`src/rtl/core_pkg.sv`:
```
// rtl/core_pkg.sv - shared RV32 core constants and memory-stage FSM encoding
package core_pkg;

    localparam logic [2:0] F3_B  = 3'b000;
    localparam logic [2:0] F3_H  = 3'b001;
    localparam logic [2:0] F3_W  = 3'b010;
    localparam logic [2:0] F3_BU = 3'b100;
    localparam logic [2:0] F3_HU = 3'b101;

    typedef enum logic {
        MEM_IDLE = 1'b0,
        MEM_REQ  = 1'b1
    } mem_state_e;

endpackage

```
`src/rtl/mem_align.sv`:
```
// rtl/mem_align.sv - store lane generation, load lane extraction, access legality
module mem_align
    import core_pkg::*;
(
    input  logic [1:0]  st_offset_i,
    input  logic [2:0]  st_funct3_i,
    input  logic        st_read_i,
    input  logic        st_write_i,
    input  logic [31:0] st_data_i,
    output logic [3:0]  st_be_o,
    output logic [31:0] st_wdata_o,
    output logic        bad_o,
    input  logic [1:0]  ld_offset_i,
    input  logic [2:0]  ld_funct3_i,
    input  logic [31:0] ld_rdata_i,
    output logic [31:0] ld_data_o
);

    logic        illegal;
    logic        unaligned;
    logic [7:0]  ld_byte;
    logic [15:0] ld_half;

    always_comb begin
        illegal    = 1'b0;
        unaligned  = 1'b0;
        st_be_o    = 4'b0000;
        st_wdata_o = 32'h0;
        case (st_funct3_i)
            F3_B, F3_BU: unaligned = 1'b0;
            F3_H, F3_HU: unaligned = st_offset_i[0];
            F3_W:        unaligned = |st_offset_i;
            default:     illegal   = 1'b1;
        endcase
        // Stores have no unsigned variants.
        if (st_write_i && st_funct3_i[2]) begin
            illegal = 1'b1;
        end
        bad_o = (st_read_i | st_write_i) & (illegal | unaligned);
        if (st_write_i) begin
            case (st_funct3_i)
                F3_B: begin
                    st_be_o    = 4'b0001 << st_offset_i;
                    st_wdata_o = {4{st_data_i[7:0]}};
                end
                F3_H: begin
                    st_be_o    = 4'b0011 << {st_offset_i[1], 1'b0};
                    st_wdata_o = {2{st_data_i[15:0]}};
                end
                F3_W: begin
                    st_be_o    = 4'b1111;
                    st_wdata_o = st_data_i;
                end
                default: begin
                    st_be_o    = 4'b0000;
                    st_wdata_o = 32'h0;
                end
            endcase
        end
    end

    always_comb begin
        case (ld_offset_i)
            2'd0:    ld_byte = ld_rdata_i[7:0];
            2'd1:    ld_byte = ld_rdata_i[15:8];
            2'd2:    ld_byte = ld_rdata_i[23:16];
            default: ld_byte = ld_rdata_i[31:24];
        endcase
        ld_half = ld_offset_i[1] ? ld_rdata_i[31:16] : ld_rdata_i[15:0];
        case (ld_funct3_i)
            F3_B:    ld_data_o = {{24{ld_byte[7]}}, ld_byte};
            F3_H:    ld_data_o = {{16{ld_half[15]}}, ld_half};
            F3_BU:   ld_data_o = {24'h0, ld_byte};
            F3_HU:   ld_data_o = {16'h0, ld_half};
            default: ld_data_o = ld_rdata_i;
        endcase
    end

endmodule

```
`src/rtl/mem_access_stage.sv`:
```
// rtl/mem_access_stage.sv - RV32 memory-access stage with req/ack data port and writeback register
module mem_access_stage
    import core_pkg::*;
(
    input  logic        clk,
    input  logic        rstn,
    input  logic        ex_valid,
    input  logic [31:0] ALU_result,
    input  logic [31:0] Rdata2,
    input  logic        mem_read,
    input  logic        mem_write,
    input  logic [2:0]  funct3,
    input  logic [4:0]  rd,
    input  logic        reg_write,
    output logic        stall_out,
    output logic        dmem_req,
    output logic        dmem_we,
    output logic [31:0] dmem_addr,
    output logic [31:0] dmem_wdata,
    output logic [3:0]  dmem_be,
    input  logic [31:0] dmem_rdata,
    input  logic        dmem_ack,
    output logic        wb_valid,
    output logic        wb_we,
    output logic [4:0]  wb_rd,
    output logic [31:0] wb_data,
    output logic        misaligned
);

    mem_state_e  state_q, state_d;

    logic        req_q, we_q;
    logic [31:0] addr_q, wdata_q;
    logic [3:0]  be_q;
    logic [1:0]  ld_off_q;
    logic [2:0]  ld_f3_q;
    logic        is_load_q;
    logic [4:0]  rd_q;
    logic        reg_write_q;

    logic        wb_valid_q, wb_we_q, misaligned_q;
    logic [4:0]  wb_rd_q;
    logic [31:0] wb_data_q;

    logic        accept;
    logic        mem_op;
    logic        bad;
    logic        legal_mem;
    logic [3:0]  st_be;
    logic [31:0] st_wdata;
    logic [31:0] ld_data;

    mem_align u_align (
        .st_offset_i (ALU_result[1:0]),
        .st_funct3_i (funct3),
        .st_read_i   (mem_read),
        .st_write_i  (mem_write),
        .st_data_i   (Rdata2),
        .st_be_o     (st_be),
        .st_wdata_o  (st_wdata),
        .bad_o       (bad),
        .ld_offset_i (ld_off_q),
        .ld_funct3_i (ld_f3_q),
        .ld_rdata_i  (dmem_rdata),
        .ld_data_o   (ld_data)
    );

    assign accept    = (state_q == MEM_IDLE) && ex_valid;
    assign mem_op    = mem_read | mem_write;
    assign legal_mem = mem_op & ~bad;
    assign stall_out = (state_q == MEM_REQ) | (accept & legal_mem);

    always_comb begin
        state_d = state_q;
        case (state_q)
            MEM_IDLE: if (ex_valid && legal_mem) state_d = MEM_REQ;
            MEM_REQ:  if (dmem_ack)              state_d = MEM_IDLE;
            default:                             state_d = MEM_IDLE;
        endcase
    end

    always_ff @(posedge clk or negedge rstn) begin
        if (!rstn) begin
            state_q <= MEM_IDLE;
        end else begin
            state_q <= state_d;
        end
    end

    always_ff @(posedge clk or negedge rstn) begin
        if (!rstn) begin
            req_q        <= 1'b0;
            we_q         <= 1'b0;
            addr_q       <= 32'h0;
            wdata_q      <= 32'h0;
            be_q         <= 4'b0000;
            ld_off_q     <= 2'd0;
            ld_f3_q      <= 3'd0;
            is_load_q    <= 1'b0;
            rd_q         <= 5'd0;
            reg_write_q  <= 1'b0;
            wb_valid_q   <= 1'b0;
            wb_we_q      <= 1'b0;
            wb_rd_q      <= 5'd0;
            wb_data_q    <= 32'h0;
            misaligned_q <= 1'b0;
        end else begin
            wb_valid_q   <= 1'b0;
            misaligned_q <= 1'b0;
            if (accept) begin
                if (!mem_op) begin
                    wb_valid_q <= 1'b1;
                    wb_we_q    <= reg_write && (rd != 5'd0);
                    wb_rd_q    <= rd;
                    wb_data_q  <= ALU_result;
                end else if (bad) begin
                    // Faulting op retires without a write; wb_data carries its address.
                    misaligned_q <= 1'b1;
                    wb_valid_q   <= 1'b1;
                    wb_we_q      <= 1'b0;
                    wb_rd_q      <= rd;
                    wb_data_q    <= ALU_result;
                end else begin
                    req_q       <= 1'b1;
                    we_q        <= mem_write;
                    addr_q      <= {ALU_result[31:2], 2'b00};
                    be_q        <= st_be;
                    wdata_q     <= st_wdata;
                    ld_off_q    <= ALU_result[1:0];
                    ld_f3_q     <= funct3;
                    is_load_q   <= ~mem_write;
                    rd_q        <= rd;
                    reg_write_q <= reg_write;
                end
            end else if ((state_q == MEM_REQ) && dmem_ack) begin
                req_q      <= 1'b0;
                we_q       <= 1'b0;
                wb_valid_q <= 1'b1;
                wb_rd_q    <= rd_q;
                wb_we_q    <= is_load_q && reg_write_q && (rd_q != 5'd0);
                if (is_load_q) begin
                    wb_data_q <= ld_data;
                end
            end
        end
    end

    assign dmem_req   = req_q;
    assign dmem_we    = we_q;
    assign dmem_addr  = addr_q;
    assign dmem_wdata = wdata_q;
    assign dmem_be    = be_q;
    assign wb_valid   = wb_valid_q;
    assign wb_we      = wb_we_q;
    assign wb_rd      = wb_rd_q;
    assign wb_data    = wb_data_q;
    assign misaligned = misaligned_q;

endmodule
```
`config.mk`:
```
export PLATFORM = sky130hd
export DESIGN_NAME = mem_access_stage
export DESIGN_NICKNAME = d
export VERILOG_FILES = /design/src/rtl/core_pkg.sv /design/src/rtl/mem_align.sv /design/src/rtl/mem_access_stage.sv
export SDC_FILE = /design/constraint.sdc
export NUM_CORES = 1
export LEC_CHECK = 0
export ABC_AREA = 1
export CAP_MARGIN = 20
export CELL_PAD_IN_SITES_DETAIL_PLACEMENT = 0
export CELL_PAD_IN_SITES_GLOBAL_PLACEMENT = 1
export CORE_ASPECT_RATIO = 1.25
export CORE_MARGIN = 2
export CORE_UTILIZATION = 29
export CTS_CLUSTER_SIZE = 12
export DETAILED_ROUTE_END_ITERATION = 8
export HOLD_SLACK_MARGIN = 0.02
export PLACE_DENSITY = 0.81
export SLEW_MARGIN = 10
export SYNTH_ARGS = -nofsm -noshare
export SYNTH_HDL_FRONTEND = slang
export SYNTH_SLANG_ARGS = --single-unit
```
`constraint.sdc`:
```
create_clock -name clk -period 2 [get_ports clk]
set_clock_uncertainty 0.1 [all_clocks]
set_input_delay 0.6 -clock clk [delete_from_list [all_inputs] [get_ports clk]]
set_output_delay 0.6 -clock clk [all_outputs]
set_load 0.05 [all_outputs]
```
Word level (Yosys, flattened, before mapping):

Index checks and enable logic that the tools add are counted.

* bits of input ports: 111
* word-level logic and storage cells: 99
* output and inout port bits: 111
* register bits after elaboration: 121

* shifts and indexed selects: 2
* multiplexer cells: 39
* bitwise gates (word level): 9
* equal/unequal tests: 12
* reductions and logical operators: 21

Operator list (number)
* 32-bit two-way mux: 6
* 32-bit one-hot mux with 4 select lines: 1
* 32-bit one-hot mux with 3 select lines: 1
* 8-bit one-hot mux with 3 select lines: 1
* 1-bit two-way mux: 21
* 5-bit two-way mux: 4
* 16-bit two-way mux: 1
* 3-bit == test, second input constant: 4
* 4-bit one-hot mux with 3 select lines: 1
* 5-bit nonzero test: 2
* 3-bit AND reduction: 3
* 1-bit logical AND: 7
* 3-bit by 1-bit == test with 1-bit output, second input constant: 2
* 3-bit zero test: 2
* 5-bit OR reduction: 1
* 4-bit two-way mux: 1
* 1-bit one-hot mux with 2 select lines: 2
* 2-bit nonzero test: 2
* 2-bit OR reduction: 2
* 1-bit by 2-bit left shift with 4-bit output, first input constant: 1
* 2-bit by 2-bit left shift with 4-bit output, first input constant: 1
* 1-bit AND: 3
* 3-bit by 2-bit == test with 1-bit output, second input constant: 1
* 3-bit by 2-bit != test with 1-bit output, second input constant: 1
* 8 further kinds: 12

Logic depth before layout (Yosys ltp):

Gate-level depths: netlist of the first run.

* word-level depth: 11
* gate-level depth with buffers: 10
* depth with buffers taken out: 9

By module:

A second synthesis of the first run with hierarchy kept.

* cells, all modules: 937
* area total of the unflattened synthesis: 6556.3 µm²

Modules (own cells, without submodules)
* mem_access_stage: cells an instance 617, times used 1, sequential area each 3027.9 µm², area an instance 5159.9 µm²
* mem_align: cells an instance 320, times used 1, sequential area each 0.0 µm², area an instance 1396.3 µm²

Least setup slack after synthesis of the first run:

OpenSTA, ideal clock, no wires.

* path kind: input to output
* start: input ex_valid
* end: output stall_out
* path buffers: 3
* data arrival time: 1725 ps
* data required time: 1300 ps
* cell stages on the path: 7
* slack: -425 ps
* path through: nand2_2 nor2_2 nand4_1 buf_6 buf_6 buf_4 nand2_1

* cells in the longest elaborated chain, start to end: 3

Ends and longest elaborated chain
* start: declaration: RTL line mem_access_stage.sv:7 `input logic ex_valid,`
* 1-bit logical AND: RTL line mem_access_stage.sv:68 `assign accept = (state_q == MEM_IDLE) && ex_valid;`
* 1-bit AND: RTL line mem_access_stage.sv:71 `assign stall_out = (state_q == MEM_REQ) | (accept & legal_mem);`
* 1-bit bitwise OR: RTL line mem_access_stage.sv:71
* end: declaration: RTL line mem_access_stage.sv:15 `output logic stall_out,`

No other way between the ends.

Worst setup path in the final report of the first run:

* start: input funct3[0]
* end: output stall_out

* cells in the longest elaborated chain, start to end: 10
* elaborated cells on any way between the ends: 16
* those cells by class: 4 x eq/ne; 3 x mux; 6 x bitwise; 3 x reduce/logical

Ends and longest elaborated chain
* start: declaration: RTL line mem_access_stage.sv:12 `input logic [2:0] funct3,`
* 3-bit == test, or another cell as far along: RTL line mem_align.sv:29 `case (st_funct3_i)`
* 5-bit OR reduction (no source line)
* 1-bit two-way mux: RTL line mem_align.sv:29
* 1-bit two-way mux: RTL line mem_align.sv:36 `if (st_write_i && st_funct3_i[2]) begin`
* 1-bit bitwise OR *: RTL line mem_align.sv:39 `bad_o = (st_read_i | st_write_i) & (illegal | unaligned);`
* 1-bit AND *: RTL line mem_align.sv:39
* 1-bit inverter (no source line) *
* 1-bit AND *: RTL line mem_access_stage.sv:70 `assign legal_mem = mem_op & ~bad;`
* 1-bit AND *: RTL line mem_access_stage.sv:71
* 1-bit bitwise OR *: RTL line mem_access_stage.sv:71

Mark *: on every way between the ends. The rest lies on a longest branch, timed or not.

==> load_flow_metrics.sql, run 1 <==
INSERT INTO impl_metrics (metric_group, metric, value, unit) VALUES
('grt', 'number_of_global_route_vias_before_repair', '6464', ''),
('routing', 'detail_route.vias_per_cell', '4.56', ''),
('setup_path', 'worst-r2r-cell-count', '9', ''),
('pwr', 'post-layout-total-power', '12.4', 'mW'),
('setup_path', 'worst_setup_path_end_kind', 'output port', ''),
('setup_path', 'timing.critical_path.cells', 'clkdlybuf4s15_2, inv_2, nand2_2, nand2_1, nand4_1, buf_6, nand2_8, buf_12', ''),
('placement', 'gp_congestion', '0.809', ''),
('synth', 'yosys_register_bits', '121', ''),
('setup_path', 'crit-reg2reg-launch', 'state_q', ''),
('cts', 'clock_buffer_count_from_cts', '17', ''),
('timing', 'grt_setup_unrepaired', 'true', ''),
('timing', 'final-hold-violation-count', '0', ''),
('synth', 'synth_cell_type_count', '30', ''),
('grt', 'grt_antenna_before_repair', '1', ''),
('pwr', 'switching_share', '43.6', '%'),
('timing', 'final_period_minus_worst_setup_slack', '2.21', 'ns'),
('setup_path', 'critical_path_s_slowest_cell', 'sky130_fd_sc_hd__clkdlybuf4s15_2', ''),
('cts', 'cts_max_path_buffers', '2', ''),
('setup_path', 'timing_worst_setup_path_type', 'in -> out', ''),
('setup_path', 'critical_path.max_fanout', '4', ''),
('pwr', 'p_seq_share', '28.9', '%'),
('cts', 'cts_num_sinks', '121', ''),
('timing', 'fin_ws', '-0.206', 'ns'),
('die', 'dieWidth', '135', 'um'),
('synth', 'postSynth.asyncResetShare', '100', '%'),
('setup_path', 'cp_top_family', 'buffers and inverters', ''),
('grt', 'grt_first_pass_wirelength', '34100', 'um'),
('grt', 'grt_max_degree', '63', ''),
('cts', 'clk-insertion-delay-late', '0.41', 'ns'),
('placement', 'count_of_input_and_output_buffers', '219', ''),
('routing', 'dr.pass1.iters', '6', ''),
('cts', 'clockRootBuffer', 'sky130_fd_sc_hd__clkbuf_16', ''),
('cts', 'worst_setup_hold_path_clk_slew', '0.05', 'ns'),
('worst_hold_path', 'hold_removal_path_class', 'reg -> reg', ''),
('setup_path', 'critical_path.max_stage_delay', '0.23', 'ns'),
('synth', 'synth.avg_cell_area', '7.33', 'um^2'),
('final_layout', 'drive_above_1_share', '21.0', '%'),
('pwr', 'internal_power', '7.02', 'mW'),
('placement', 'placed_area', '9040', 'um^2'),
('pwr', 'clockPowerShare', '25.3', '%'),
('final_layout', 'most_frequent_standard_cell_in_the_layout_excluding_fill_and_tap_cells', 'sky130_fd_sc_hd__nand2_1', ''),
('run_status', 'violations', 'setup timing', ''),
('die', 'die_area', '22500', 'um^2'),
('pwr', 'power.leakage', '4.91', 'nW'),
('setup_path', 'ff2ff_setup_slack', '0.31', 'ns'),
('synth', 'synth_sequential_area_ratio', '49.0', '%'),
('routing', 'route.detailed.drc', '0', ''),
('die', 'core_area', '20900', 'um^2'),
('cts', 'postCtsSetupRepairBufs', '0', ''),
('routing', 'ant_nets', '0', ''),
('timing', 'finalSetupViolCount', '1', ''),
('synth', 'post_synth_main_area_contributors', 'sky130_fd_sc_hd__dfrtp_1, sky130_fd_sc_hd__nand2_1, sky130_fd_sc_hd__o21ai_0', ''),
('pwr', 'power.ir.vdd_worst', '0.000620', 'V'),
('grt', 'gr-total-overflow', '0', ''),
('routing', 'via_count', '6338', ''),
('die', 'die_h', '167', 'um'),
('final_layout', 'finalInstanceArea', '9670', 'um^2'),
('pwr', 'ratio_of_total_power_to_cell_area', '1290', 'nW/um^2'),
('synth', 'cell_area_after_synthesis', '6180', 'um^2'),
('run_status', 'outcome', 'finished, violations left', ''),
('timing', 'achievable-frequency', '0.453', 'GHz'),
('final_layout', 'design.final.nets', '1213', ''),
('final_layout', 'highest_count_cells_in_the_layout_ignoring_fill_and_taps', 'sky130_fd_sc_hd__nand2_1, sky130_fd_sc_hd__buf_4, sky130_fd_sc_hd__dfrtp_1', ''),
('routing', 'detailed_route_wire_length', '21200', 'um'),
('synth', 'synth_edf_count', '0', ''),
('synth', 'synth.yosys.warnings', '0', ''),
('synth', 'synth_top_cell_area_share', '49.0', '%'),
('setup_path', 'rr_endpoint', 'wb_rd[3]', ''),
('cts', 'cts_tree', 'done', ''),
('final_layout', 'area_growth', '56.5', '%'),
('setup_path', 'crit_buf_inv', '4', '');
[final cells by class]
| cell class | count | area (um^2) |
|---|---|---|
| Timing Repair Buffer | 284 | 2740 |
| Tap cell | 274 | 343 |
| Antenna cell | 1 | 2.50 |
| Multi-Input combinational cell | 611 | 2700 |
| Clock inverter | 10 | 116 |
| Inverter | 67 | 254 |
| Sequential cell | 121 | 3030 |
| Fill cell | 2113 | 11200 |
| Clock buffer | 22 | 494 |
[worst min-delay path, delay by kind of cell, from the launching register on]
kind             cells  cell delay, ns
flip-flops           1            0.34
AND/OR/NAND/NOR      2            0.10
[synth_stat cells, types with 2 or more instances]
| master | n |
|---|---|
| sky130_fd_sc_hd__mux2i_1 | 2 |
| sky130_fd_sc_hd__o21ai_1 | 41 |
| sky130_fd_sc_hd__nor3_1 | 4 |
| sky130_fd_sc_hd__buf_2 | 16 |
| sky130_fd_sc_hd__nand3_1 | 44 |
| sky130_fd_sc_hd__buf_1 | 2 |
| sky130_fd_sc_hd__nor2_2 | 2 |
| sky130_fd_sc_hd__nand2_1 | 364 |
| sky130_fd_sc_hd__inv_1 | 59 |
| sky130_fd_sc_hd__o31ai_1 | 6 |
| sky130_fd_sc_hd__o211ai_1 | 3 |
| sky130_fd_sc_hd__nand2_2 | 2 |
| sky130_fd_sc_hd__a21oi_1 | 14 |
| sky130_fd_sc_hd__nor2_1 | 29 |
| sky130_fd_sc_hd__inv_2 | 7 |
| sky130_fd_sc_hd__o21ai_2 | 2 |
| sky130_fd_sc_hd__nand4_1 | 18 |
| sky130_fd_sc_hd__buf_6 | 4 |
| sky130_fd_sc_hd__buf_4 | 10 |
| sky130_fd_sc_hd__o21ai_0 | 72 |
| sky130_fd_sc_hd__clkbuf_1 | 13 |
| sky130_fd_sc_hd__dfrtp_1 | 121 |
[worst min-delay path by stage]
stage | start | to | slack [ns] | cells after the start
after floorplan | rstn | dmem_addr[10] | 0.20 | 0
after detailed placement | reg_write_q | reg_write_q | 0.37 | 2
final | dmem_addr[11] | dmem_addr[11] | 0.38 | 2
after global placement | dmem_addr[13] | dmem_addr[13] | 0.36 | 2
after CTS | wb_data[1] | wb_data[1] | 0.38 | 2
after global routing | dmem_addr[11] | dmem_addr[11] | 0.40 | 2
[registers in the layout (all words and copies together), names as in the netlist]
register     count
wb_data         32
ld_off_q         2
dmem_addr       30
dmem_we          1
ld_f3_q          3
is_load_q        1
misaligned       1
dmem_req         1
state_q          1
dmem_be          4
reg_write_q      1
dmem_wdata      32
wb_rd            5
wb_we            1
rd_q             5
wb_valid         1
[metrics by stage]
| stage | hold slack (ns) | util [%] | cells | setup TNS, ns |
|---|---|---|---|---|
| 2_1_floorplan | 0.204 | - | 844 | -0.119 |
| 3_3_place_gp | 0.363 | 43.3 | 1356 | -47.62 |
| 3_5_place_dp | 0.367 | 43.3 | 1356 | -50.94 |
| 4_1_cts | 0.383 | 46.3 | 1389 | -0.240 |
| 5_1_grt | 0.400 | 46.3 | 1390 | -0.268 |
| 6_report | 0.377 | 46.3 | 1390 | -0.206 |
[timing repair]
| item | CTS | global route |
|---|---|---|
| pin swaps | 2 | 2 |
| hold endpoints to repair | 13 | 0 |
| hold buffers | 1 | 0 |
| setup endpoints to repair | 50 | 1 |
| resized for setup | 21 | 2 |
[power by group through the flow]
stage	registers (mW)	clock network, mW	logic (mW)
2_1_floorplan	5.68	0	1.46
3_3_place_gp	3.63	0	5.72
3_5_place_dp	3.64	0	5.76
4_1_cts	3.61	3.20	5.76
5_1_grt	3.69	3.34	6.10
6_report	3.60	3.15	5.70
[cells by family after synthesis]
family                 share of synthesized area, %
AOI/OAI and AO/OA                              11.8
buffers and inverters                          8.22
DFF                                            49.0
muxes                                         0.324
other                                        0.0607
and+or+nand+nor                                30.6
[layer usage]
layer	wire length (um)	GRT usage, %
met5	0	0
met4	387	5.63
met3	1370	5.48
met2	10500	32.9
met1	8940	23.4
No activity file was read; power rests on OpenSTA's default activity.
==> run 2: changes to the inputs <==
--- a/config.mk
+++ b/config.mk
@@ -9,13 +9,13 @@
 export CAP_MARGIN = 20
 export CELL_PAD_IN_SITES_DETAIL_PLACEMENT = 0
 export CELL_PAD_IN_SITES_GLOBAL_PLACEMENT = 1
-export CORE_ASPECT_RATIO = 1.25
+export CORE_ASPECT_RATIO = 1.5
 export CORE_MARGIN = 2
-export CORE_UTILIZATION = 29
+export CORE_UTILIZATION = 34
 export CTS_CLUSTER_SIZE = 12
 export DETAILED_ROUTE_END_ITERATION = 8
 export HOLD_SLACK_MARGIN = 0.02
-export PLACE_DENSITY = 0.81
+export PLACE_DENSITY = 0.89
 export SLEW_MARGIN = 10
 export SYNTH_ARGS = -nofsm -noshare
 export SYNTH_HDL_FRONTEND = slang
==> constraint.sdc (replaced) <==
create_clock -name clk -period 2.6 [get_ports clk]
set_clock_uncertainty 0.1 [all_clocks]
set_input_delay 0.52 -clock clk [delete_from_list [all_inputs] [get_ports clk]]
set_output_delay 0.52 -clock clk [all_outputs]
set_load 0.05 [all_outputs]
==> run 2 against run 1 <==
Die area fell by 14%. The run now ends clean. Sequential power fell by 24%. Power fell by 25%. Combinational power fell by 24%. Cell count fell by 7.3%. Clock-buffer cell count fell by 4. Largest power group unchanged. Setup slack improved by 0.32 ns. Design area fell by 4.9%. Non-clock buffer count fell by 44.
==> load_flow_metrics.sql, run 2 (synthesized netlist as in run 1, its figures left out) <==
INSERT INTO impl_metrics (metric_group, metric, value, unit) VALUES
('timing', 'timing.final.max_slew_violations', '0', ''),
('routing', 'ant_nets', '0', ''),
('die', 'die_area', '19300', 'um^2'),
('setup_path', 'critical_path.max_fanout', '6', ''),
('setup_path', 'worst_setup_path_end_kind', 'output port', ''),
('cts', 'cts_tree', 'done', ''),
('setup_path', 'worstPathArrival', '1.86', 'ns'),
('routing', 'drtIter0Drc', '342', ''),
('setup_path', 'critPathLaunchType', 'input pin', ''),
('timing', 'final_period_minus_worst_setup_slack', '2.48', 'ns'),
('placement', 'gp_congestion', '0.851', ''),
('die', 'core_area', '17900', 'um^2'),
('timing', 'setup_total_negative_slack', '0', 'ns'),
('final_layout', 'design.final.nets', '1169', ''),
('cts', 'clk-insertion-delay-late', '0.40', 'ns'),
('final_layout', 'antenna_cells_inserted', '0', ''),
('grt', 'grt_antenna_before_repair', '0', ''),
('grt', 'gr-total-overflow', '0', ''),
('setup_path', 'timing.critical_path.required', '1.98', 'ns'),
('grt', 'grt_first_pass_wirelength', '32400', 'um'),
('grt', 'grt_max_degree', '122', ''),
('final_layout', 'most_frequent_standard_cell_in_the_layout_excluding_fill_and_tap_cells', 'sky130_fd_sc_hd__nand2_1', ''),
('die', 'floorplan.initialDensity', '34.6', '%'),
('cts', 'cts_max_path_buffers', '2', ''),
('final_layout', 'finalInstanceArea', '9200', 'um^2'),
('cts', 'clockRootBuffer', 'sky130_fd_sc_hd__clkbuf_16', ''),
('placement', 'count_of_input_and_output_buffers', '219', ''),
('timing', 'max-slew-margin-rel', '53.0', '%'),
('final_layout', 'area_growth', '48.8', '%'),
('die', 'dieWidth', '114', 'um'),
('timing', 'hold_ws', '0.100', 'ns'),
('final_layout', 'highest_count_cells_in_the_layout_ignoring_fill_and_taps', 'sky130_fd_sc_hd__nand2_1, sky130_fd_sc_hd__clkdlybuf4s50_1, sky130_fd_sc_hd__dfrtp_1', ''),
('pwr', 'power.ir.vdd_worst', '0.000463', 'V'),
('timing', 'pin_slew_with_the_least_headroom_to_its_limit', '0.705', 'ns'),
('routing', 'via_count', '6244', ''),
('routing', 'detailed_route_wire_length', '20500', 'um'),
('timing', 'finalSetupViolCount', '0', ''),
('cts', 'clock_buffer_count_from_cts', '17', ''),
('timing', 'final-hold-violation-count', '0', ''),
('cts', 'cts_resized', '0', ''),
('routing', 'route.detailed.drc', '0', ''),
('setup_path', 'timing_worst_setup_path_type', 'in -> out', ''),
('pwr', 'power.leakage', '4.42', 'nW'),
('final_layout', 'sequential_cell_area', '3030', 'um^2'),
('cts', 'htree_num_levels', '4', ''),
('timing', 'period_utilization_post_route', '95.4', '%'),
('routing', 'dr.pass1.iters', '6', ''),
('grt', 'global_route.usage.total', '21.5', '%'),
('pwr', 'ratio_of_total_power_to_cell_area', '1010', 'nW/um^2'),
('cts', 'cts_num_sinks', '121', ''),
('routing', 'wire_per_inst', '15.9', 'um'),
('run_status', 'outcome', 'finished clean', ''),
('placement', 'placed_area', '8630', 'um^2'),
('placement', 'dp_hpwl', '15200', 'um'),
('timing', 'achievable-frequency', '0.403', 'GHz'),
('final_layout', 'drive_above_1_share', '6.63', '%'),
('cts', 'worst_setup_hold_path_clk_slew', '0.06', 'ns'),
('timing', 'fin_ws', '0.119', 'ns'),
('final_layout', 'fill_cells', '1795', ''),
('timing', 'grt_setup_unrepaired', 'false', ''),
('placement', 'place_ws', '0.101', 'ns'),
('job', 'drv.max_cap_violation_count', '0', ''),
('die', 'die_h', '169', 'um'),
('cts', 'postCtsSetupRepairBufs', '0', ''),
('cts', 'cts_hold_buf', '0', ''),
('die', 'io_pins', '222', ''),
('die', 'core_rows', '60', ''),
('worst_hold_path', 'hold_removal_path_class', 'in -> async', ''),
('routing', 'detail_route.vias_per_cell', '4.85', ''),
('grt', 'number_of_global_route_vias_before_repair', '6206', ''),
('final_layout', 'multiInputGateArea', '2650', 'um^2');
==> run 2: area by class of cell <==
class	instances	share of cell area, %
clock buffer	18	4.77
inverter	67	2.73
clock inverter	14	1.35
timing repair buffer	240	26.5
sequential	121	32.9
multi-input combinational	611	28.8
tap	217	2.95
==> run 2: worst paths after layout <==
| check | from | endpoint | slack [ns] | cells after the start |
|---|---|---|---|---|
| setup reg to reg | ld_f3_q[1] | wb_data[20] | 0.76 | 7 |
| max in group asynchronous | rstn | rd_q[3] | 1.74 | 2 |
| min in group clk | dmem_req | dmem_req | 0.38 | 2 |
| hold / removal | rstn | dmem_addr[30] | 0.10 | 2 |
| setup / recovery | funct3[0] | stall_out | 0.12 | 7 |
| hold reg to reg | dmem_req | dmem_req | 0.38 | 2 |
==> run 2: power breakdown <==
group / leakage, nW / internal [mW] / switching (mW)
clock network: 0.257 / 1.34 / 0.910
logic: 2.62 / 1.42 / 2.91
registers: 1.55 / 2.41 / 0.339
total: 4.42 / 5.17 / 4.15
==> run 2: worst max-delay path, cell delays in order <==
cell                              delay (ns)
sky130_fd_sc_hd__clkdlybuf4s50_1        0.50
sky130_fd_sc_hd__nor2_2                 0.21
sky130_fd_sc_hd__nand3_1                0.11
sky130_fd_sc_hd__nand4_1                0.08
sky130_fd_sc_hd__buf_4                  0.17
sky130_fd_sc_hd__nand2_1                0.10
sky130_fd_sc_hd__buf_12                 0.16
==> run 2: per-layer routing <==
metal	track usage [%]	up-vias	share of wire (%)
met3	4.39	21	5.8
li1	-	3114	-
met1	25.7	2893	40
met5	0	-	0
met4	7.16	0	1.6
met2	38.3	216	52
==> run 2: metrics by stage <==
stage               util (%)  total power [mW]  std cells
floorplan                  -              5.48        844
global placement        48.3              7.10       1256
detailed placement      48.3              7.13       1256
CTS                     51.5              9.42       1288
global route            51.5              9.83       1288
finish                  51.5              9.33       1288
